File: src/rtl/thirtytwo_bit_subtract.sv
// Registered 32-bit two's-complement subtractor (A - B) built on a two-level carry-lookahead adder.
// Optional sticky overflow flag when SUB_STICKY_OVF_EN is defined.
module thirtytwo_bit_subtract (
    input  logic        clock,
    input  logic        reset,
    input  logic        en,
    input  logic [31:0] A,
    input  logic [31:0] B,
    output logic [31:0] S,
    output logic        overflow,
    output logic        isLessThan,
    output logic        isNotEqual
`ifdef SUB_STICKY_OVF_EN
    ,
    output logic        overflow_sticky
`endif
);

    typedef struct packed {
        logic [7:0] gen;
        logic [7:0] prop;
    } prefixT;

    // Prefix generate/propagate across bits 0..i of one 8-bit group.
    function automatic prefixT groupPrefix(input logic [7:0] g, input logic [7:0] p);
        prefixT r;
        r.gen[0]  = g[0];
        r.prop[0] = p[0];
        for (int i = 1; i < 8; i++) begin
            r.gen[i]  = g[i] | (p[i] & r.gen[i-1]);
            r.prop[i] = p[i] & r.prop[i-1];
        end
        return r;
    endfunction

    logic [31:0] bInv;
    logic [31:0] bitGen;
    logic [31:0] bitProp;
    logic [3:0]  groupGen;
    logic [3:0]  groupProp;
    logic [3:0]  groupCarry;
    logic [31:0] bitCarry;
    logic [31:0] diff;
    logic        diffOverflow;
    logic        diffLess;
    logic        diffNotEqual;
    prefixT      prefix [4];

    // Subtraction as A + ~B + 1: the +1 enters as carry-in of group 0.
    assign bInv    = ~B;
    assign bitGen  = A & bInv;
    assign bitProp = A ^ bInv;

    // NOTE: every always_comb output is assigned on all paths so no latch is inferred.
    always_comb begin
        for (int k = 0; k < 4; k++) begin
            prefix[k]    = groupPrefix(bitGen[8*k +: 8], bitProp[8*k +: 8]);
            groupGen[k]  = prefix[k].gen[7];
            groupProp[k] = prefix[k].prop[7];
        end
    end

    // Second-level lookahead: group carries derived in parallel from group G/P.
    always_comb begin
        groupCarry[0] = 1'b1;
        groupCarry[1] = groupGen[0] | (groupProp[0] & groupCarry[0]);
        groupCarry[2] = groupGen[1]
                      | (groupProp[1] & groupGen[0])
                      | (groupProp[1] & groupProp[0] & groupCarry[0]);
        groupCarry[3] = groupGen[2]
                      | (groupProp[2] & groupGen[1])
                      | (groupProp[2] & groupProp[1] & groupGen[0])
                      | (groupProp[2] & groupProp[1] & groupProp[0] & groupCarry[0]);
    end

    always_comb begin
        bitCarry = '0;
        for (int k = 0; k < 4; k++) begin
            bitCarry[8*k] = groupCarry[k];
            for (int i = 1; i < 8; i++) begin
                bitCarry[8*k + i] = prefix[k].gen[i-1] | (prefix[k].prop[i-1] & groupCarry[k]);
            end
        end
    end

    assign diff         = bitProp ^ bitCarry;
    assign diffOverflow = (A[31] != B[31]) && (diff[31] != A[31]);
    assign diffLess     = diff[31] ^ diffOverflow;
    assign diffNotEqual = |diff;

    // NOTE: sequential state uses non-blocking assignments only.
    always_ff @(posedge clock) begin
        if (reset) begin
            S          <= '0;
            overflow   <= 1'b0;
            isLessThan <= 1'b0;
            isNotEqual <= 1'b0;
        end else if (en) begin
            S          <= diff;
            overflow   <= diffOverflow;
            isLessThan <= diffLess;
            isNotEqual <= diffNotEqual;
        end
    end

`ifdef SUB_STICKY_OVF_EN
    always_ff @(posedge clock) begin
        if (reset) begin
            overflow_sticky <= 1'b0;
        end else if (en && diffOverflow) begin
            overflow_sticky <= 1'b1;
        end
    end
`endif

endmodule

File: config.mk
export PLATFORM = sky130hd
export DESIGN_NAME = thirtytwo_bit_subtract
export DESIGN_NICKNAME = d
export VERILOG_FILES = /design/src/rtl/thirtytwo_bit_subtract.sv
export SDC_FILE = /design/constraint.sdc
export NUM_CORES = 1
export LEC_CHECK = 0
export ABC_AREA = 1
export CORE_AREA = 3 3 96 98
export DETAILED_ROUTE_END_ITERATION = 7
export DIE_AREA = 0 0 99 101
export PLACE_DENSITY = 0.66
export SLEW_MARGIN = 40
export SYNTH_ARGS = -nofsm -noshare
export SYNTH_HDL_FRONTEND = slang
export SYNTH_SLANG_ARGS = --single-unit
File: constraint.sdc
create_clock -name clock -period 4.7 [get_ports clock]
set_input_delay 0.94 -clock clock [delete_from_list [all_inputs] [get_ports clock]]
set_output_delay 0.94 -clock clock [all_outputs]
set_load 0.03 [all_outputs]
==> key figures <==
Placed design
  – RD Place Congestion: 0.823
  – Worst slack at placement: -0.332 ns
  – Placed cell area: ~4200 µm²
  – Detailed-placement wirelength estimate: approximately 6.3 mm
  – Number of buffers inserted by port buffering: approximately 100

Setup path
  – Startpoint types: input port
  – CP Buf/Inv Count: 5
  – Worst EP arrival: 4.63 ns
  – Critical Path Max Stage Delay: 0.45 ns
  – Critical path class: input port to register
  – Top delay family on crit path: simple AND/OR/NAND/NOR gates
  – Slowest cell on the critical path: clkdlybuf4s50_1
  – Critical Path RT: slightly below 5 ns
  – Worst path most repeated cell: nand2_2
  – FF-to-FF setup slack: 3.94 ns
  – CP Max Fanout: 7
  – Worst setup EP type: register

Die
  – Io pins: 102
  – Die area: ~10000 µm²
  – Die width: 99 µm
  – Die height: ~100 µm
  – CORE AREA: 8550 µm²
  – Rows: 34
  – Initial core utilization: 34.3%

Synth
  – Synth Area in Adders: between 10% and 20%
  – Post-synthesis mux area share: 0%
  – Post-synthesis sequential area ratio: a little under a quarter
  – YS warnings: 0
  – Post-synthesis cell count: 464
  – Top_reg_cell synth: dfxtp_1
  – Largest family of logic cells by synthesized area: simple AND/OR/NAND/NOR gates
  – Ys async rst share: 0%
  – Syn Nets: 567
  – Compound-Gate Fraction of Synth Area: 10.5%
  – Mapped Avg Cell Area: ~6.3 µm²
  – Synthesized area: 2940 µm²
  – Synth cell types: 25
  – Post-synth EDFFs: 0
  – Synth Register Bits: 35
  – Synth Area in Simple Gates: around 30%
  – Xor and xnor fraction of the mapped netlist area: 2.98%

GRT
  – Initial antenna violation count: 0
  – First-pass GRT wire length: 12.9 mm
  – Global route overflow: 0
  – GRT Overall Usage: 15.6%
  – Pin count of the biggest net entering global routing: 55
  – Vias in the first global route: 2,977

CTS
  – CTS H-tree depth: 2
  – Num CTS Buffers: 5
  – Sink Count: 35
  – Clk root buf: clkbuf_8
  – Worst-path clk slew: around 0.070 ns
  – Max clock buf depth: 2
  – Skew-Pair Late Insertion Delay: approximately 0.28 ns
  – CTS tree: done

Layout
  – Final Cell Area: approximately 4800 µm²
  – Multi-input gate area: 2030 µm²
  – Final net count: around 710
  – ANT cells: 0
  – Register Area: about 700 µm²
  – Fin util: 55.6%
  – Area Overhead vs Synth: 62.0%
  – Filler cell count in the final layout: slightly below 800
  – Share of cells above drive strength 1: 20.2%

STA
  – RSZ-0062 raised after global routing: no
  – Final Hold Fails: 0
  – Slew headroom: 54.5%
  – Final min period: 4.45 ns
  – Setup violations, final: 0
  – Worst Tran Pin Value: 0.682 ns
  – Final Skew: 0 ns
  – Fmax: 225 MHz
  – Tcrit/Tclk final: 94.7%
  – Max Slew Vio Count: 0
  – PnR worst setup slack: 0.250 ns

Drt
  – Vias post-DR: 3,215
  – Number of remaining DRC errors: 0
  – Post-Route WL: 8.48 mm
  – Drt first pass iters: 4
  – Number of vias per cell: 4.52
  – Initial DRC Count: 106
  – WL/cell: 11.9 µm
  – Post-DRT Antenna Nets: 0

Outcome
  – Outcome: finished, final reports clean

Flow run
  – Max Cap Viol: 0

Worst hold path
  – Min-Delay Path Class: register to register

Power and ir drop
  – Leakage power: 2.63 nW
  – Total Power Consumption: between 0.001 and 0.0015 W
  – Max VDD drop: about 0.00014 V
  – Power Density: 230 nW/µm²
-- placed cells by master, fill, tap and decap left out, types with 6 or more instances in the layout --
| master | count |
|---|---|
| nand3_1 | 22 |
| a21oi_2 | 6 |
| clkbuf_8 | 6 |
| inv_2 | 14 |
| nor2_1 | 51 |
| dfxtp_1 | 35 |
| ha_1 | 21 |
| ha_4 | 11 |
| xnor2_1 | 7 |
| inv_1 | 97 |
| o211ai_1 | 10 |
| dlymetal6s2s_1 | 24 |
| clkdlybuf4s50_1 | 76 |
| buf_4 | 43 |
| nand2_1 | 85 |
| nand2_2 | 26 |
| a21oi_1 | 12 |
| o21ai_0 | 25 |
-- where the power goes --
group	internal, W	total, W	switching (W)
logic	0.000250	0.000530	0.000280
clock network	0.000115	0.000223	0.000108
registers	0.000325	0.000342	0.0000166
total	0.000691	0.00110	0.000404
-- logic make-up after synthesis --
logic type	Yosys count
AND/OR/NAND/NOR	207
buffers and inverters	121
AO/OA/AOI/OAI	55
adder cells (fa/ha/maj)	36
flip-flops	35
XOR/XNOR	10
-- what timing repair did --
action                     in CTS  in global routing
buffers inserted                0                 14
pin swaps                       0                 42
cloned                          0                  0
resized for setup               1                 79
setup endpoints to repair       1                  1
hold buffers                    0                  0
-- worst min-delay path, cell delays in order (launching register included) --
cell,delay (ns)
dfxtp_1,0.32
o211ai_1,0.08
inv_1,0.05
-- metrics by stage --
stage | setup TNS [ns] | cells | hold slack (ns)
CTS | 0 | 698 | 0.488
finish | 0 | 712 | 0.481
floorplan | 0 | 464 | 0.643
global route | 0 | 712 | 0.503
global placement | -0.216 | 691 | 0.464
detailed placement | -0.332 | 691 | 0.469
-- Yosys cell counts (6+ instances only) --
library cell | n | area (µm²)
xnor2_1 | 7 | 61.3
a21oi_1 | 17 | 85.1
nand2_2 | 13 | 81.3
dfxtp_1 | 35 | 701
clkbuf_1 | 9 | 33.8
nor3_1 | 6 | 30.0
nand2_1 | 99 | 372
nor2_1 | 52 | 195
nand3_1 | 23 | 115
o21ai_0 | 25 | 125
o211ai_1 | 10 | 75.1
inv_1 | 111 | 417
ha_1 | 32 | 400
-- state kept, by name, summed over array words and instances (netlist names) --
name,count
S,32
isNotEqual,1
overflow,1
isLessThan,1
-- worst paths after layout --
kind                                          from  cells after the start                      end
worst min register to register   S[1]$_SDFFE_PP0P_                      2        S[1]$_SDFFE_PP0P_
worst max register to register  S[30]$_SDFFE_PP0P_                      3       S[30]$_SDFFE_PP0P_
worst max-delay path                          B[4]                     31  isNotEqual$_SDFFE_PP0P_
worst min-delay path             S[1]$_SDFFE_PP0P_                      2        S[1]$_SDFFE_PP0P_
-- area by class of cell --
class,instances,share of cell area [%]
Clock inverter,1,0.105
Inverter,111,8.76
Multi-Input combinational cell,308,42.7
Clock buffer,6,1.74
Sequential cell,35,14.7
Tap cell,108,2.84
Timing Repair Buffer,143,29.1
-- layer usage --
layer | up-vias | GRT usage (%) | wire, µm
met5 | - | 0 | 0
met4 | 0 | 3.15 | 97
met3 | 11 | 2.49 | 501
met2 | 84 | 28.7 | 4470
met1 | 1419 | 19.1 | 3410
li1 | 1701 | - | -
No activity file was read; power rests on OpenSTA's default activity.
